`src/rtl/mem_tile_reader.sv`:
```
// mem_tile_reader: reads a width x height tile from a one-cycle-latency memory
// read port in raster order and emits it as a valid/ready pixel stream, using
// a two-entry skid FIFO to absorb read latency and downstream backpressure.
module mem_tile_reader #(
    parameter int unsigned ADDR_W = 21,
    parameter int unsigned DATA_W = 18,
    parameter int unsigned DIM_W  = 10
) (
    input  logic              clk,
    input  logic              rst_n,
    input  logic              start,
    input  logic [ADDR_W-1:0] base_addr,
    input  logic [DIM_W-1:0]  width,
    input  logic [DIM_W-1:0]  height,
    input  logic [ADDR_W-1:0] stride,
    output logic              busy,
    output logic              done,
    output logic [ADDR_W-1:0] mem_addr,
    input  logic [DATA_W-1:0] mem_data,
    output logic [DATA_W-1:0] out_data,
    output logic              out_valid,
    input  logic              out_ready,
    output logic              out_last,
    output logic              out_frame_last
);

    typedef enum logic [1:0] {
        S_IDLE  = 2'd0,
        S_RUN   = 2'd1,
        S_DRAIN = 2'd2,
        S_FIN   = 2'd3
    } state_t;

    typedef struct packed {
        logic [DATA_W-1:0] data;
        logic              row_last;
        logic              frame_last;
    } entry_t;

    state_t            state_q, state_d;
    logic [DIM_W-1:0]  w_q, w_d;
    logic [DIM_W-1:0]  h_q, h_d;
    logic [ADDR_W-1:0] stride_q, stride_d;
    logic [ADDR_W-1:0] row_base_q, row_base_d;
    logic [DIM_W-1:0]  col_q, col_d;
    logic [DIM_W-1:0]  row_q, row_d;
    logic              inflight_q, inflight_d;
    logic              infl_rl_q, infl_rl_d;
    logic              infl_fl_q, infl_fl_d;
    entry_t            fifo_q [2];
    entry_t            fifo_d [2];
    logic              wr_ptr_q, wr_ptr_d;
    logic              rd_ptr_q, rd_ptr_d;
    logic [1:0]        count_q, count_d;
    logic              busy_q, busy_d;
    logic              done_q, done_d;

    logic              pop_c;
    logic              push_c;
    logic [2:0]        level_c;
    logic              issue_c;
    logic              col_last_c;
    logic              frame_last_c;

    // Handshake, occupancy look-ahead and read-issue decision
    assign pop_c        = (count_q != 2'd0) && out_ready;
    assign push_c       = inflight_q;
    assign level_c      = {1'b0, count_q} + {2'b00, inflight_q} - {2'b00, pop_c};
    assign issue_c      = (state_q == S_RUN) && (level_c < 3'd2);
    assign col_last_c   = (col_q == w_q - DIM_W'(1));
    assign frame_last_c = col_last_c && (row_q == h_q - DIM_W'(1));

    // Address of the pixel at the current tile cursor
    assign mem_addr = row_base_q + ADDR_W'(col_q);

    assign out_valid      = (count_q != 2'd0);
    assign out_data       = fifo_q[rd_ptr_q].data;
    assign out_last       = fifo_q[rd_ptr_q].row_last;
    assign out_frame_last = fifo_q[rd_ptr_q].frame_last;
    assign busy           = busy_q;
    assign done           = done_q;

    // In-flight tracking and FIFO push/pop bookkeeping
    always_comb begin
        inflight_d = issue_c;
        infl_rl_d  = issue_c && col_last_c;
        infl_fl_d  = issue_c && frame_last_c;
        fifo_d     = fifo_q;
        wr_ptr_d   = wr_ptr_q;
        rd_ptr_d   = rd_ptr_q;
        count_d    = count_q + {1'b0, push_c} - {1'b0, pop_c};
        if (push_c) begin
            fifo_d[wr_ptr_q].data       = mem_data;
            fifo_d[wr_ptr_q].row_last   = infl_rl_q;
            fifo_d[wr_ptr_q].frame_last = infl_fl_q;
            wr_ptr_d                    = ~wr_ptr_q;
        end
        if (pop_c) begin
            rd_ptr_d = ~rd_ptr_q;
        end
    end

    // Tile sequencing FSM: next state, cursor advance and status outputs
    always_comb begin
        state_d    = state_q;
        w_d        = w_q;
        h_d        = h_q;
        stride_d   = stride_q;
        row_base_d = row_base_q;
        col_d      = col_q;
        row_d      = row_q;
        case (state_q)
            S_IDLE: begin
                if (start) begin
                    w_d        = width;
                    h_d        = height;
                    stride_d   = stride;
                    row_base_d = base_addr;
                    col_d      = '0;
                    row_d      = '0;
                    if ((width == '0) || (height == '0)) begin
                        state_d = S_FIN;
                    end else begin
                        state_d = S_RUN;
                    end
                end
            end
            S_RUN: begin
                if (issue_c) begin
                    if (col_last_c) begin
                        col_d      = '0;
                        row_d      = row_q + DIM_W'(1);
                        row_base_d = row_base_q + stride_q;
                        if (frame_last_c) begin
                            state_d = S_DRAIN;
                        end
                    end else begin
                        col_d = col_q + DIM_W'(1);
                    end
                end
            end
            S_DRAIN: begin
                // Leave as soon as the last beat is accepted so done follows it directly
                if (!inflight_q && (count_d == 2'd0)) begin
                    state_d = S_FIN;
                end
            end
            S_FIN: begin
                state_d = S_IDLE;
            end
            default: begin
                state_d = S_IDLE;
            end
        endcase
        busy_d = (state_d != S_IDLE);
        done_d = (state_d == S_FIN);
    end

    // State and datapath registers
    always_ff @(posedge clk or negedge rst_n) begin
        if (!rst_n) begin
            state_q    <= S_IDLE;
            w_q        <= '0;
            h_q        <= '0;
            stride_q   <= '0;
            row_base_q <= '0;
            col_q      <= '0;
            row_q      <= '0;
            inflight_q <= 1'b0;
            infl_rl_q  <= 1'b0;
            infl_fl_q  <= 1'b0;
            fifo_q[0]  <= '0;
            fifo_q[1]  <= '0;
            wr_ptr_q   <= 1'b0;
            rd_ptr_q   <= 1'b0;
            count_q    <= '0;
            busy_q     <= 1'b0;
            done_q     <= 1'b0;
        end else begin
            state_q    <= state_d;
            w_q        <= w_d;
            h_q        <= h_d;
            stride_q   <= stride_d;
            row_base_q <= row_base_d;
            col_q      <= col_d;
            row_q      <= row_d;
            inflight_q <= inflight_d;
            infl_rl_q  <= infl_rl_d;
            infl_fl_q  <= infl_fl_d;
            fifo_q[0]  <= fifo_d[0];
            fifo_q[1]  <= fifo_d[1];
            wr_ptr_q   <= wr_ptr_d;
            rd_ptr_q   <= rd_ptr_d;
            count_q    <= count_d;
            busy_q     <= busy_d;
            done_q     <= done_d;
        end
    end

endmodule

```
`config.mk`:
```
export PLATFORM = sky130hd
export DESIGN_NAME = mem_tile_reader
export DESIGN_NICKNAME = d
export VERILOG_FILES = /design/src/rtl/mem_tile_reader.sv
export SDC_FILE = /design/constraint.sdc
export NUM_CORES = 1
export LEC_CHECK = 0
export BUFFER_PORTS_ARGS = -buffer_cell sky130_fd_sc_hd__buf_2
export CELL_PAD_IN_SITES_DETAIL_PLACEMENT = 2
export CELL_PAD_IN_SITES_GLOBAL_PLACEMENT = 2
export CORE_ASPECT_RATIO = 1.5
export CORE_MARGIN = 2
export CORE_UTILIZATION = 35
export CTS_CLUSTER_DIAMETER = 200
export CTS_CLUSTER_SIZE = 14
export DETAILED_ROUTE_END_ITERATION = 6
export PLACE_DENSITY_LB_ADDON = 0.1
export SLEW_MARGIN = 20
export SYNTH_ARGS = -nofsm -noshare
export SYNTH_HDL_FRONTEND = slang
export SYNTH_SLANG_ARGS = --single-unit
```
`constraint.sdc`:
```
create_clock -name clk -period 4.8 [get_ports clk]
set_input_delay 1.44 -clock clk [delete_from_list [all_inputs] [get_ports clk]]
set_output_delay 1.44 -clock clk [all_outputs]
set_load 0.05 [all_outputs]
```
==> results by group <==
Run status
  • Status: finished clean

Die
  • Starting Density: 0.355
  • Num rows: 68
  • I/O Pins: 128
  • Die footprint: 24600 um2
  • Die Ht: 191 um
  • Core region area: 23000 um2
  • Horiz. Die Dim: 129 um

CTS
  • Worst skew pair latency: 0.43 ns
  • CTS buffer count: 17
  • Bufs on Longest Clock Path: 2
  • H-tree depth: 4
  • Clk root buf: clkbuf_16
  • CTS tree: yes
  • Post-CTS setup buffer count: 0
  • Clock sink count: 133
  • Clock transition at the registers of the reported paths: 0.06 ns
  • Post-CTS Hold Fix Bufs: 0

Power and ir drop
  • Maximum VDD drop: 0.357 mV
  • Leak: 4.51 nW
  • Power per cell area: 741 nW/um2

Yosys
  • Compound-Gate Fraction of Synth Area: 0.137
  • Primary FF master, synth: dfrtp_1
  • Register area share after synthesis: 0.408
  • Synth cell types: 66
  • Synth area leader: dfrtp_1
  • Asr flop ratio synth: 1.00
  • Mapped Nets: 1019
  • Mapped Avg Cell Area: 9.11 um2
  • Mux cell area share after synthesis: 0.0927
  • Synth Cell Area: 8160 um2
  • Largest family of logic cells by synthesized area: simple AND/OR/NAND/NOR gates
  • Xor and xnor area share after synthesis: 0.0579
  • Post-synth EDFFs: 0
  • Commonest cells post-synth: 185 x nand2_1, 133 x dfrtp_1, 61 x mux2_2
  • Adder-cell share of the synthesized area: 0.0625
  • Ys Warns: 0
  • Count leader, synth: nand2_1
  • Synth Area in Simple Gates: 0.212
  • #FFs+latches synth: 133
  • Syn Inst Count: 896
  • Top-area cell type share of the netlist area: 0.408
  • Top post-synthesis cells by area: dfrtp_1 41%, nand2_1 8.5%, mux2_2 8.4%

STA
  • Final Hold Viols: 0
  • Layout Skew: 0.00704 ns
  • Fin. max-slew vios: 0
  • Setup_tns: 0 ns
  • RSZ-0062 raised after global routing: false
  • Final setup fails: 0
  • Hold slack: 0.492 ns
  • Fin crit share: 0.966
  • Fmax: 216 MHz
  • Max_slew headroom: 0.346
  • Minimum clock period: 4.64 ns
  • Slew at the pin closest to its max-slew limit: 0.978 ns

Global routing
  • Grt total ovfl: 0
  • Initial antenna violation count: 0
  • GRT Util Overall: 0.217
  • Global-route wire length before repair: 41700 um
  • Vias in the first global route: 7938
  • Pin count of the biggest net entering global routing: 94

Route
  • Post-DRT Antenna Nets: 0
  • Drt via density: 5.40
  • DRT iter0 DRCs: 213
  • Average wire per standard cell: 19.4 um
  • Final WL: 25400 um
  • Vias post-DR: 7064
  • First-pass DRT Iterations: 4
  • Drc violations: 0

Finish
  • Synthesis-to-finish area growth: 21.1%
  • Nets: 1139
  • Antenna cell count: 0
  • Layout cell share with drive strength beyond 1: 0.248

Setup path
  • CP arrival: 3.20 ns
  • CP endpoint kind: output pin
  • Crit Path Category: reg -> out
  • Worst setup SP type: flop
  • Max FO, Critical Path: 7
  • Worst Path Required: 3.36 ns

Hold path
  • Class of the tightest hold or removal check: reg -> reg

Placement
  • PortBufs: 127
  • Final HPWL DP: 19000 um
  • Final GP Congestion: 0.793

Job
  • MaxCap Viol Count: 0
==> final cells by class <==
| class | count | area, um2 |
|---|---|---|
| tap | 280 | 350 |
| inverter | 24 | 90.1 |
| multi-input combinational | 700 | 4640 |
| clock buffer | 20 | 467 |
| fill | 2562 | 13100 |
| timing repair buffer | 140 | 767 |
| sequential | 133 | 3330 |
| clock inverter | 12 | 246 |
==> state kept, by name (all words and copies together), names as in the netlist, 2 cells and up <==
register / cells
fifo_q: 40
count_q: 2
col_q: 10
w_q: 10
row_q: 10
h_q: 10
state_q: 2
stride_q: 21
row_base_q: 21
==> path summary, 6_finish.rpt <==
check | from | depth (start not counted) | slack, ns | to
min in group asynchronous | rst_n | 1 | 1.09 | fifo_q[14]
max in group asynchronous | rst_n | 2 | 2.93 | col_q[0]
hold / removal | stride_q[12] | 2 | 0.49 | stride_q[12]
hold reg to reg | stride_q[12] | 2 | 0.49 | stride_q[12]
setup / recovery | col_q[0] | 11 | 0.16 | mem_addr[20]
setup reg to reg | count_q[1] | 14 | 0.96 | row_q[6]
==> cell families after synthesis <==
kind of cell | count (synthesis)
compound gates | 171
fa+ha+maj | 39
simple gates | 368
buf+inv | 63
flops | 133
xor+xnor | 54
mux | 68
==> layer usage <==
layer | global-route usage | up-vias | wire [um]
li1 | - | 3392 | -
met1 | 0.231 | 3526 | 9790
met2 | 0.429 | 113 | 14400
met3 | 0.0297 | 33 | 612
met4 | 0.0694 | 0 | 557
met5 | 0 | - | 0
==> stage by stage <==
stage	std cells	area (um2)	worst slack [ns]	total power (W)	utilization
2_1_floorplan	896	8160	0.444	0.00471	-
3_3_place_gp	1277	9140	0.252	0.00566	0.398
3_5_place_dp	1277	9140	0.179	0.00576	0.398
4_1_cts	1309	9880	0.0176	0.00742	0.430
5_1_grt	1309	9890	0.00730	0.00784	0.431
6_report	1309	9890	0.164	0.00733	0.431
==> where the power goes <==
part / internal (W) / switching [W]
Sequential: 0.00148 / 0.000384
Clock: 0.00107 / 0.000521
Combinational: 0.00138 / 0.00249
Total: 0.00393 / 0.00340
==> critical path: stages (launching register included) <==
cell and delay (ns):
dfrtp_2 0.43, ha_1 0.19, inv_1 0.06, fa_1 0.40, nor2b_1 0.14, o21ai_0 0.13, a21o_1 0.25, a31oi_4 0.22
a41oi_4 0.25, and3b_1 0.29, xor2_1 0.18, buf_4 0.23
==> cell usage in the layout (no fill, tap or decap), types with 6 or more instances in the layout <==
master and n:
nor3_1 21, nand2b_1 14, nor4_1 6, xor2_1 24, o21ai_0 36, a21oi_1 37
buf_2 125, o211ai_1 15, bufinv_16 7, nand3_1 27, nand2_1 185, xnor2_1 30
nor2_1 48, dfrtp_1 132, and3_1 6, buf_4 12, mux2_2 61, clkbuf_16 17
nand3b_1 8, mux2i_1 7, a21o_1 8, ha_1 36, nor2b_1 9, o21a_1 8
a31oi_1 24, inv_1 24, or3_1 7
==> timing repair <==
item	in CTS	in global routing
endpoints found under the setup margin	6	5
pin swaps	0	0
resized for setup	4	2
hold endpoints to repair	0	0
No activity file was read; power rests on OpenSTA's default activity.
